==> src/rtl/led_pattern_sequencer_pkg.sv <==
// Shared types and constants for the LED pattern sequencer.
// State encoding, initial patterns and pattern period lengths.
package led_pattern_sequencer_pkg;

    typedef enum logic [1:0] {
        ST_IDLE  = 2'd0,
        ST_CHASE = 2'd1,
        ST_FILL  = 2'd2,
        ST_BLINK = 2'd3
    } state_t;

    localparam logic [15:0] CHASE_A_INIT = 16'h8000;
    localparam logic [15:0] CHASE_B_INIT = 16'h0007;
    localparam logic [15:0] FILL_INIT    = 16'h0000;
    localparam logic [15:0] BLINK_INIT   = 16'hFFFF;
    localparam logic [15:0] LED_OFF      = 16'h0000;

    localparam int CHASE_PERIOD = 16;
    localparam int FILL_PERIOD  = 32;
    localparam int BLINK_PERIOD = 2;

endpackage

==> src/rtl/led_pattern_sequencer_tick_gen.sv <==
// Tick generator: counts 0..DIV-1 and emits a one-cycle tick on the last count.
// A speed change or an explicit clear restarts the count without a tick.
module tick_gen #(
    parameter int FAST_DIV = 8388608,
    parameter int SLOW_DIV = 33554432
) (
    input  logic clk,
    input  logic rst_n,
    input  logic i_run,
    input  logic i_speed,
    input  logic i_clear,
    output logic o_tick
);

    localparam int MAX_DIV = (FAST_DIV > SLOW_DIV) ? FAST_DIV : SLOW_DIV;
    localparam int W = (MAX_DIV > 1) ? $clog2(MAX_DIV) : 1;
    localparam logic [W-1:0] FAST_LAST = W'(FAST_DIV - 1);
    localparam logic [W-1:0] SLOW_LAST = W'(SLOW_DIV - 1);

    logic [W-1:0] r_cnt;
    logic [W-1:0] w_last;
    logic         r_speed;
    logic         w_speed_chg;
    logic         w_at_last;

    assign w_last      = i_speed ? SLOW_LAST : FAST_LAST;
    assign w_speed_chg = i_speed ^ r_speed;
    assign w_at_last   = (r_cnt == w_last);
    assign o_tick      = i_run & ~i_clear & ~w_speed_chg & w_at_last;

    always_ff @(posedge clk or negedge rst_n) begin
        if (!rst_n) begin
            r_cnt   <= '0;
            r_speed <= 1'b0;
        end else begin
            r_speed <= i_speed;
            if (i_clear || w_speed_chg) begin
                r_cnt <= '0;
            end else if (i_run) begin
                r_cnt <= w_at_last ? '0 : r_cnt + 1'b1;
            end
        end
    end

endmodule

==> src/rtl/led_pattern_sequencer.sv <==
// LED pattern sequencer: IDLE/CHASE/FILL/BLINK selected by buttons,
// patterns stepped by a divided tick enable, all outputs registered.
module led_pattern_sequencer
    import led_pattern_sequencer_pkg::*;
#(
    parameter int FAST_DIV = 8388608,
    parameter int SLOW_DIV = 33554432
) (
    input  logic        clk,
    input  logic        rst_n,
    input  logic        en,
    input  logic        speed,
    input  logic        mode_btn,
    input  logic        stop_btn,
    output logic [15:0] led,
    output logic [1:0]  mode,
    output logic        period_done
);

    state_t      r_state, w_state_next;
    logic [15:0] r_a, r_b, r_f, r_led;
    logic [15:0] w_a_next, w_b_next, w_f_next, w_led_next;
    logic        r_dir_down, w_dir_next;
    logic        r_pd, w_pd_next;
    logic        w_load, w_tick, w_run;

    assign w_run = en && (r_state != ST_IDLE);

    tick_gen #(
        .FAST_DIV (FAST_DIV),
        .SLOW_DIV (SLOW_DIV)
    ) u_tick_gen (
        .clk     (clk),
        .rst_n   (rst_n),
        .i_run   (w_run),
        .i_speed (speed),
        .i_clear (w_load),
        .o_tick  (w_tick)
    );

    always_ff @(posedge clk or negedge rst_n) begin
        if (!rst_n) begin
            r_state    <= ST_IDLE;
            r_a        <= CHASE_A_INIT;
            r_b        <= CHASE_B_INIT;
            r_f        <= FILL_INIT;
            r_dir_down <= 1'b0;
            r_led      <= LED_OFF;
            r_pd       <= 1'b0;
        end else begin
            r_state    <= w_state_next;
            r_a        <= w_a_next;
            r_b        <= w_b_next;
            r_f        <= w_f_next;
            r_dir_down <= w_dir_next;
            r_led      <= w_led_next;
            r_pd       <= w_pd_next;
        end
    end

    always_comb begin
        w_state_next = r_state;
        w_load       = 1'b0;
        w_a_next     = r_a;
        w_b_next     = r_b;
        w_f_next     = r_f;
        w_dir_next   = r_dir_down;
        w_led_next   = r_led;
        w_pd_next    = 1'b0;

        if (stop_btn) begin
            w_state_next = ST_IDLE;
            w_load       = 1'b1;
        end else if (mode_btn) begin
            w_load = 1'b1;
            case (r_state)
                ST_IDLE:  w_state_next = ST_CHASE;
                ST_CHASE: w_state_next = ST_FILL;
                ST_FILL:  w_state_next = ST_BLINK;
                default:  w_state_next = ST_CHASE;
            endcase
        end

        // Entry reloads every pattern so led shows the new state's start value at once.
        if (w_load) begin
            w_a_next   = CHASE_A_INIT;
            w_b_next   = CHASE_B_INIT;
            w_f_next   = FILL_INIT;
            w_dir_next = 1'b0;
            case (w_state_next)
                ST_CHASE: w_led_next = CHASE_A_INIT | CHASE_B_INIT;
                ST_FILL:  w_led_next = FILL_INIT;
                ST_BLINK: w_led_next = BLINK_INIT;
                default:  w_led_next = LED_OFF;
            endcase
        end else if (w_tick) begin
            case (r_state)
                ST_CHASE: begin
                    w_a_next   = {r_a[0], r_a[15:1]};
                    w_b_next   = {r_b[14:0], r_b[15]};
                    w_led_next = w_a_next | w_b_next;
                    w_pd_next  = (w_a_next == CHASE_A_INIT);
                end
                ST_FILL: begin
                    w_f_next = r_dir_down ? {1'b0, r_f[15:1]}
                                          : {r_f[14:0], 1'b1};
                    if (w_f_next == 16'hFFFF) w_dir_next = 1'b1;
                    if (w_f_next == FILL_INIT) w_dir_next = 1'b0;
                    w_led_next = w_f_next;
                    w_pd_next  = (w_f_next == FILL_INIT);
                end
                ST_BLINK: begin
                    w_led_next = ~r_led;
                    w_pd_next  = (w_led_next == BLINK_INIT);
                end
                default: ;
            endcase
        end
    end

    assign led         = r_led;
    assign mode        = r_state;
    assign period_done = r_pd;

endmodule

==> config.mk <==
export PLATFORM = sky130hd
export DESIGN_NAME = led_pattern_sequencer
export DESIGN_NICKNAME = d
export VERILOG_FILES = /design/src/rtl/led_pattern_sequencer_pkg.sv /design/src/rtl/led_pattern_sequencer_tick_gen.sv /design/src/rtl/led_pattern_sequencer.sv
export SDC_FILE = /design/constraint.sdc
export NUM_CORES = 1
export LEC_CHECK = 0
export ABC_AREA = 1
export CORE_MARGIN = 4
export CORE_UTILIZATION = 26
export CTS_CLUSTER_DIAMETER = 100
export DETAILED_ROUTE_END_ITERATION = 10
export PLACE_DENSITY = 0.43
export SYNTH_ARGS = -nofsm -noshare
export SYNTH_HDL_FRONTEND = slang
export SYNTH_SLANG_ARGS = --single-unit
==> constraint.sdc <==
create_clock -name clk -period 1.9 [get_ports clk]
set_clock_uncertainty 0.2 [all_clocks]
set_input_delay 0.38 -clock clk [delete_from_list [all_inputs] [get_ports clk]]
set_output_delay 0.38 -clock clk [all_outputs]
set_load 0.05 [all_outputs]
==> impl_metrics.csv, run 1 <==
group,metric,value,unit
cts,root_buffer,"clkbuf_16",
timing,setup_tns,-0.04381,ns
cts,ctsHtreeMaxLevel,3,
detailed_routing,ant_nets,0,
yosys,synth-seq-cells,94,
critical_path,crit_fanout,6,
hold_path,min-delay-start,"speed",
critical_path,critical_path_class,"reg2reg",
floorplan,die_area,0.02215,mm2
detailed_routing,drc,0,
yosys,netlist_instances,689,
floorplan,core,0.01946,mm2
status,violations,"negative setup slack",
critical_path,worstPathRequired,1.94,ns
floorplan,rows,51,
yosys,ys_warn_count,0,
finish,finalInstanceArea,0.007218,mm2
critical_path,worstPathArrival,1.96,ns
placed_design,placed_cell_area,0.006496,mm2
yosys,syn_nets,700,
timing,hold-worst-slack,0.1729,ns
yosys,seq_area_frac_synth,45.72,%
hold_path,holdCritPathClass,"in2reg",
critical_path,r2r-start,"u_tick_gen.r_cnt[0]",
timing,setup_ws,-0.01817,ns
detailed_routing,vias,4918,
cts,numCtsBuffers,9,
floorplan,ios,25,
power_and_ir_drop,ir_worst_vdd,401.3,uV
finish,final_core_util,37.09,%
floorplan,die_x,148.8,um
detailed_routing,routed_wirelength,15.59,mm
timing,fmax,521.3,MHz
timing,final-hold-violation-count,0,
yosys,synthDistinctLibCells,34,
finish,layout.nets,796,
cts,cts_buffer_depth,2,
global_routing,grt_max_degree,41,
placed_design,gp_congestion,0.8427,
cts,clk_latency,0.35,ns
cts,tritoncts,"done",
detailed_routing,drt_first_pass_iters,5,
detailed_routing,wire_per_inst,14.78,um
critical_path,cpPeakStageDelay,0.36,ns
floorplan,die_h,148.8,um
critical_path,crit_path_start,"u_tick_gen.r_cnt[0]",
yosys,syn_avg_cell_area,7.484,um2
critical_path,crit_chain,"ha_2, nand2_2, nor2_4, nand2_4, nor2_8, nand3_4, nand2_4, nand2_8, clkbuf_16, nand2_1, o21ai_2",
timing,slew_headroom,72.47,%
finish,area_growth,39.99,%
timing,slew_viol_final,0,
critical_path,endpoint_kind,"flop",
status,status,"finished, violations left",
power_and_ir_drop,powerDensity,626.5,mW/mm2
critical_path,worstSetupStartpointType,"flop",
global_routing,antenna_found_initial,0,
power_and_ir_drop,p_leak,3.224,nW
cts,clock_sinks,94,
cts,cts.clk_slew.worst_paths,0.07,ns
critical_path,cp_common_cell,"nand2_4",
placed_design,dpl.hpwl,11.35,mm
floorplan,start_util,26.49,%
global_routing,grtUsageTotal,14.11,%
detailed_routing,vias_per_cell,4.662,
yosys,syn_area,0.005156,mm2
yosys,yosysTopAreaCell,"dfrtp_1",
critical_path,rrSetupSlack,-0.02,ns
global_routing,grt_pass1_vias,4804,
global_routing,grt_pass1_wl,25.20,mm
placed_design,place_ws,-0.4520,ns
finish,diodes,0,
timing,setup-violations-final,6,
critical_path,cpMaxStageDelayCell,"dfrtp_1",
detailed_routing,drt_iter0_drc,287,
flow_run,cap_violations,0,
placed_design,io_buffers,24,
timing,period_needed,1.918,ns
timing,worst_pin_slew,0.4086,ns
finish,drive_gt1_share,28.86,%
timing,finalCritPeriodShare,101.0,%
yosys,synth_area_leaders,"dfrtp_1 44%, nand2_1 16%, o21ai_0 7.4%",
yosys,netlist.area_leader.share,43.68,%
timing,rsz0062_at_grt,"true",
global_routing,grt_overflow,0,
cells in the mapped netlist:
cell type / count
o221ai_1: 1
dfstp_2: 4
clkbuf_1: 8
inv_2: 1
o21ai_2: 6
ha_1: 5
nand3b_1: 2
a22o_1: 1
nor2_1: 56
dfrtp_1: 90
nand2_4: 1
o211ai_1: 16
inv_1: 53
o22ai_1: 5
nor2_2: 3
a31oi_1: 2
nor3_1: 9
buf_6: 3
o21ai_0: 76
nand4_1: 11
buf_1: 1
nor2_4: 2
nand3_1: 52
or2_2: 2
nand2_2: 5
nand2_1: 214
a21oi_1: 21
xor2_1: 5
buf_2: 18
o21ai_1: 11
nor4_1: 1
nand3_4: 1
o21bai_1: 2
nor2_8: 1
final timing paths:
check	endpoint	depth (start not counted)
max	led[5]	11
min	u_tick_gen.r_speed	1
max reg2reg	led[5]	11
min reg2reg	r_b[0]	2
max in group asynchronous	r_b[2]	3
min in group asynchronous	u_tick_gen.r_speed	2
per-layer routing:
layer  GRT usage [%]  wire length, um
met5               0                0
met4           3.890              152
met3           2.188              330
met2           21.78             7177
met1           20.60             7928
cell families after synthesis:
logic type                 synth area share, %
AOI/OAI and AO/OA                        15.31
xor gates and xnor gates                0.8493
buffers and inverters                    6.988
DFF                                      45.72
and+or+nand+nor                          29.92
adders and majority gates                1.213
worst max-delay path, delay by kind of cell, from the launching register on:
kind                       cells  cell delay [ns]
AOI/OAI and AO/OA              1             0.05
adders and majority gates      1             0.19
buffers and inverters          1             0.18
DFF                            1             0.36
and+or+nand+nor                8             0.83
power by group:
| group | leakage (nW) | total (mW) | switching (mW) | internal [mW] |
|---|---|---|---|---|
| logic | 1.81 | 0.754 | 0.419 | 0.336 |
| clock network | 0.129 | 1.66 | 0.776 | 0.880 |
| registers | 1.28 | 2.11 | 0.0716 | 2.04 |
stage by stage:
| stage | power [mW] | cells |
|---|---|---|
| 6_report | 4.522 | 1055 |
| 5_1_grt | 4.725 | 1055 |
| 4_1_cts | 4.506 | 1041 |
| 3_5_place_dp | 2.812 | 1022 |
| 3_3_place_gp | 2.810 | 1022 |
| 2_1_floorplan | 2.433 | 689 |
registers in the layout (all words and copies together) (netlist names):
register            cells
mode                    2
r_dir_down              1
u_tick_gen.r_cnt       25
r_b                    16
u_tick_gen.r_speed      1
led                    16
r_a                    16
period_done             1
r_f                    16
cell type report:
cell class	count	area (um2)
fillers	1989	12240
multi-input cells	511	2736
flip-flops and latches	94	2360
repair buffers	115	1325
well taps	265	331.6
clock buffers	11	232.7
inverters	54	205.2
clock inverters	5	27.53
cell usage in the layout, fill, tap and decap left out, types with 5 or more instances in the layout:
master,synthesis,final
nand4_1,11,11
inv_1,53,48
xor2_1,5,5
nand2_1,214,180
nor2_1,56,47
buf_6,3,7
ha_2,0,5
dfrtp_1,90,88
a21oi_1,21,10
a21oi_2,0,11
o22ai_1,5,5
o21ai_2,6,17
buf_12,0,29
buf_4,0,70
nand2_2,5,32
nor3_1,9,8
nand3_1,52,52
o21ai_0,76,47
nor2_4,2,9
nor2_2,3,5
nand2_4,1,6
o21ai_1,11,29
inv_2,1,5
clkbuf_16,0,12
o211ai_1,16,16
timing repair:
| action | CTS | global route |
|---|---|---|
| hold buffers | 1 | 0 |
| gates cloned | 0 | 4 |
| setup buffers | 2 | 10 |
| pin swaps | 4 | 7 |
| endpoints found under the setup margin | 73 | 84 |
| resized for setup | 14 | 89 |
| hold endpoints to repair | 19 | 0 |
Power figures use the tool's default switching activity.
==> run 2, diff against run 1 <==
--- a/config.mk
+++ b/config.mk
@@ -7,10 +7,10 @@
 export LEC_CHECK = 0
 export ABC_AREA = 1
 export CORE_MARGIN = 4
-export CORE_UTILIZATION = 26
+export CORE_UTILIZATION = 53
 export CTS_CLUSTER_DIAMETER = 100
 export DETAILED_ROUTE_END_ITERATION = 10
-export PLACE_DENSITY = 0.43
+export PLACE_DENSITY = 0.75
 export SYNTH_ARGS = -nofsm -noshare
 export SYNTH_HDL_FRONTEND = slang
 export SYNTH_SLANG_ARGS = --single-unit
==> impl_metrics.csv, run 2 (synthesis results as in run 1) <==
group,metric,value,unit
status,status,"finished, violations left",
status,violations,"negative setup slack",
placed_design,io_buffers,24,
timing,hold-worst-slack,0.2858,ns
global_routing,grt_max_degree,95,
timing,period_needed,2.017,ns
critical_path,worstPathArrival,2.08,ns
finish,multi_input_comb_area,0.002741,mm2
timing,setup_tns,-3.961,ns
critical_path,worstPathRequired,1.96,ns
detailed_routing,drc,0,
global_routing,grt_pass1_wl,23.49,mm
critical_path,endpoint_kind,"flop",
timing,slew_headroom,65.94,%
floorplan,start_util,55.02,%
detailed_routing,vias,5146,
timing,finalCritPeriodShare,106.2,%
global_routing,grtUsageTotal,25.88,%
placed_design,gp_congestion,0.9272,
finish,regArea,0.002360,mm2
floorplan,die_h,106.6,um
power_and_ir_drop,powerDensity,608.6,mW/mm2
finish,drive_gt1_share,26.44,%
global_routing,antenna_found_initial,0,
finish,diodes,0,
cts,tritoncts,"done",
cts,clk_latency,0.37,ns
finish,area_growth,31.42,%
cts,root_buffer,"clkbuf_8",
cts,numCtsBuffers,9,
detailed_routing,vias_per_cell,5.667,
power_and_ir_drop,p_leak,3.127,nW
detailed_routing,wire_per_inst,16.62,um
cts,clock_sinks,94,
timing,final-hold-violation-count,0,
critical_path,critical_path_class,"in2reg",
global_routing,grt_pass1_vias,4803,
floorplan,die_area,0.01137,mm2
critical_path,worstSetupStartpointType,"input pin",
finish,final_cell_mix,"187 x nand2_1, 88 x dfrtp_1, 65 x buf_4",
detailed_routing,drt_first_pass_iters,6,
detailed_routing,routed_wirelength,15.09,mm
floorplan,ios,25,
timing,setup_ws,-0.1174,ns
power_and_ir_drop,ir_worst_vdd,427.3,uV
timing,worst_pin_slew,0.5109,ns
finish,top_register,"u_tick_gen.r_cnt",
cts,cts_buffer_depth,2,
finish,layout.nets,785,
detailed_routing,drt_iter0_drc,520,
hold_path,holdCritPathClass,"reg2reg",
flow_run,cap_violations,0,
floorplan,rows,35,
timing,rsz0062_at_grt,"true",
critical_path,crit_fanout,8,
floorplan,die_x,106.6,um
cts,ctsHtreeMaxLevel,3,
floorplan,core,0.009371,mm2
timing,fmax,495.7,MHz
finish,largest_reg_flops,25,
placed_design,dpl.hpwl,9.690,mm
finish,fill_cells,722,
timing,slew_viol_final,0,
detailed_routing,ant_nets,0,
finish,final_core_util,72.31,%
timing,setup-violations-final,75,
cts,cts.clk_slew.worst_paths,0.10,ns
global_routing,grt_overflow,0,
finish,final_common_cell,"nand2_1",
run 2: changes by cell type in the layout (fill, tap and decap cells not counted), moves of 3 or more:
| cell | before | now |
|---|---|---|
| nor2_1 | 47 | 51 |
| clkbuf_8 | 0 | 10 |
| o21ai_0 | 47 | 53 |
| nand2_1 | 180 | 187 |
| buf_4 | 70 | 65 |
| buf_12 | 29 | 21 |
| nand2_4 | 6 | 12 |
| o21ai_1 | 29 | 22 |
| clkbuf_16 | 12 | 2 |
| buf_6 | 7 | 10 |
| nand2_2 | 32 | 20 |
| clkinv_2 | 4 | 1 |
run 2: cell type report:
| type | count | area share, % |
|---|---|---|
| Clock inverter | 6 | 0.6832 |
| Multi-Input combinational cell | 512 | 40.45 |
| Inverter | 54 | 3.102 |
| Clock buffer | 10 | 2.031 |
| Sequential cell | 94 | 34.82 |
| Tap cell | 129 | 2.382 |
| Timing Repair Buffer | 103 | 16.53 |
run 2: through the flow:
step	total power, mW	cells	cell area (um2)	setup slack (ns)
final	4.124	908	6777	-0.1174
after global routing	4.269	908	6777	-0.2160
after CTS	4.038	905	6523	-0.06048
after detailed placement	2.775	879	6186	-0.5929
after global placement	2.761	879	6186	-0.5664
after floorplan	2.433	689	5244	-0.005581
run 2: worst max-delay path, stage by stage:
cell and delay [ns]:
clkdlybuf4s50_1 0.49, nor2_4 0.17, nand3_1 0.11, nor2_2 0.19, nand3_4 0.16, nand2_4 0.17, nand2_8 0.09, clkbuf_16 0.20
nand2_2 0.05, o21ai_1 0.06
run 2: path summary, 6_finish.rpt:
| path | startpoint | to | slack [ns] | depth (start not counted) |
|---|---|---|---|---|
| worst min-delay path | r_b[1] | r_b[1] | 0.29 | 2 |
| worst max register to register | mode[0] | led[15] | -0.11 | 9 |
| max in group asynchronous | rst_n | r_b[0] | 0.68 | 3 |
| worst max-delay path | stop_btn | led[2] | -0.12 | 10 |
| min in group asynchronous | rst_n | u_tick_gen.r_speed | 0.41 | 3 |
| worst min register to register | r_b[1] | r_b[1] | 0.29 | 2 |
run 2: per-layer routing:
layer / global-route usage, % / share of wire (%) / vias to the layer above
met1: 37.45 / 43 / 2483
met4: 6.210 / 1.6 / 0
met5: 0 / 0 / -
met3: 4.275 / 6.5 / 26
li1: - / - / 2444
met2: 40.92 / 49 / 193
run 2: where the power goes:
group	internal, mW	leakage, nW	switching, mW
Clock	0.518	0.0889	0.749
Combinational	0.313	1.75	0.433
Sequential	2.04	1.28	0.0719
Total	2.87	3.13	1.25
run 2: timing repair:
action,CTS,global route
cloned,3,3
resized for setup,19,73
endpoints found under the hold margin,90,0
setup endpoints to repair,70,91
pin swaps,5,11
setup buffers,6,2
hold buffers,1,0
==> run 3, diff against run 2 <==
--- a/config.mk
+++ b/config.mk
@@ -6,6 +6,7 @@
 export NUM_CORES = 1
 export LEC_CHECK = 0
 export ABC_AREA = 1
+export CAP_MARGIN = 10
 export CORE_MARGIN = 4
 export CORE_UTILIZATION = 53
 export CTS_CLUSTER_DIAMETER = 100
==> results of run 3 <==
The final DEF is identical to that of run 2; final timing and power are the same.
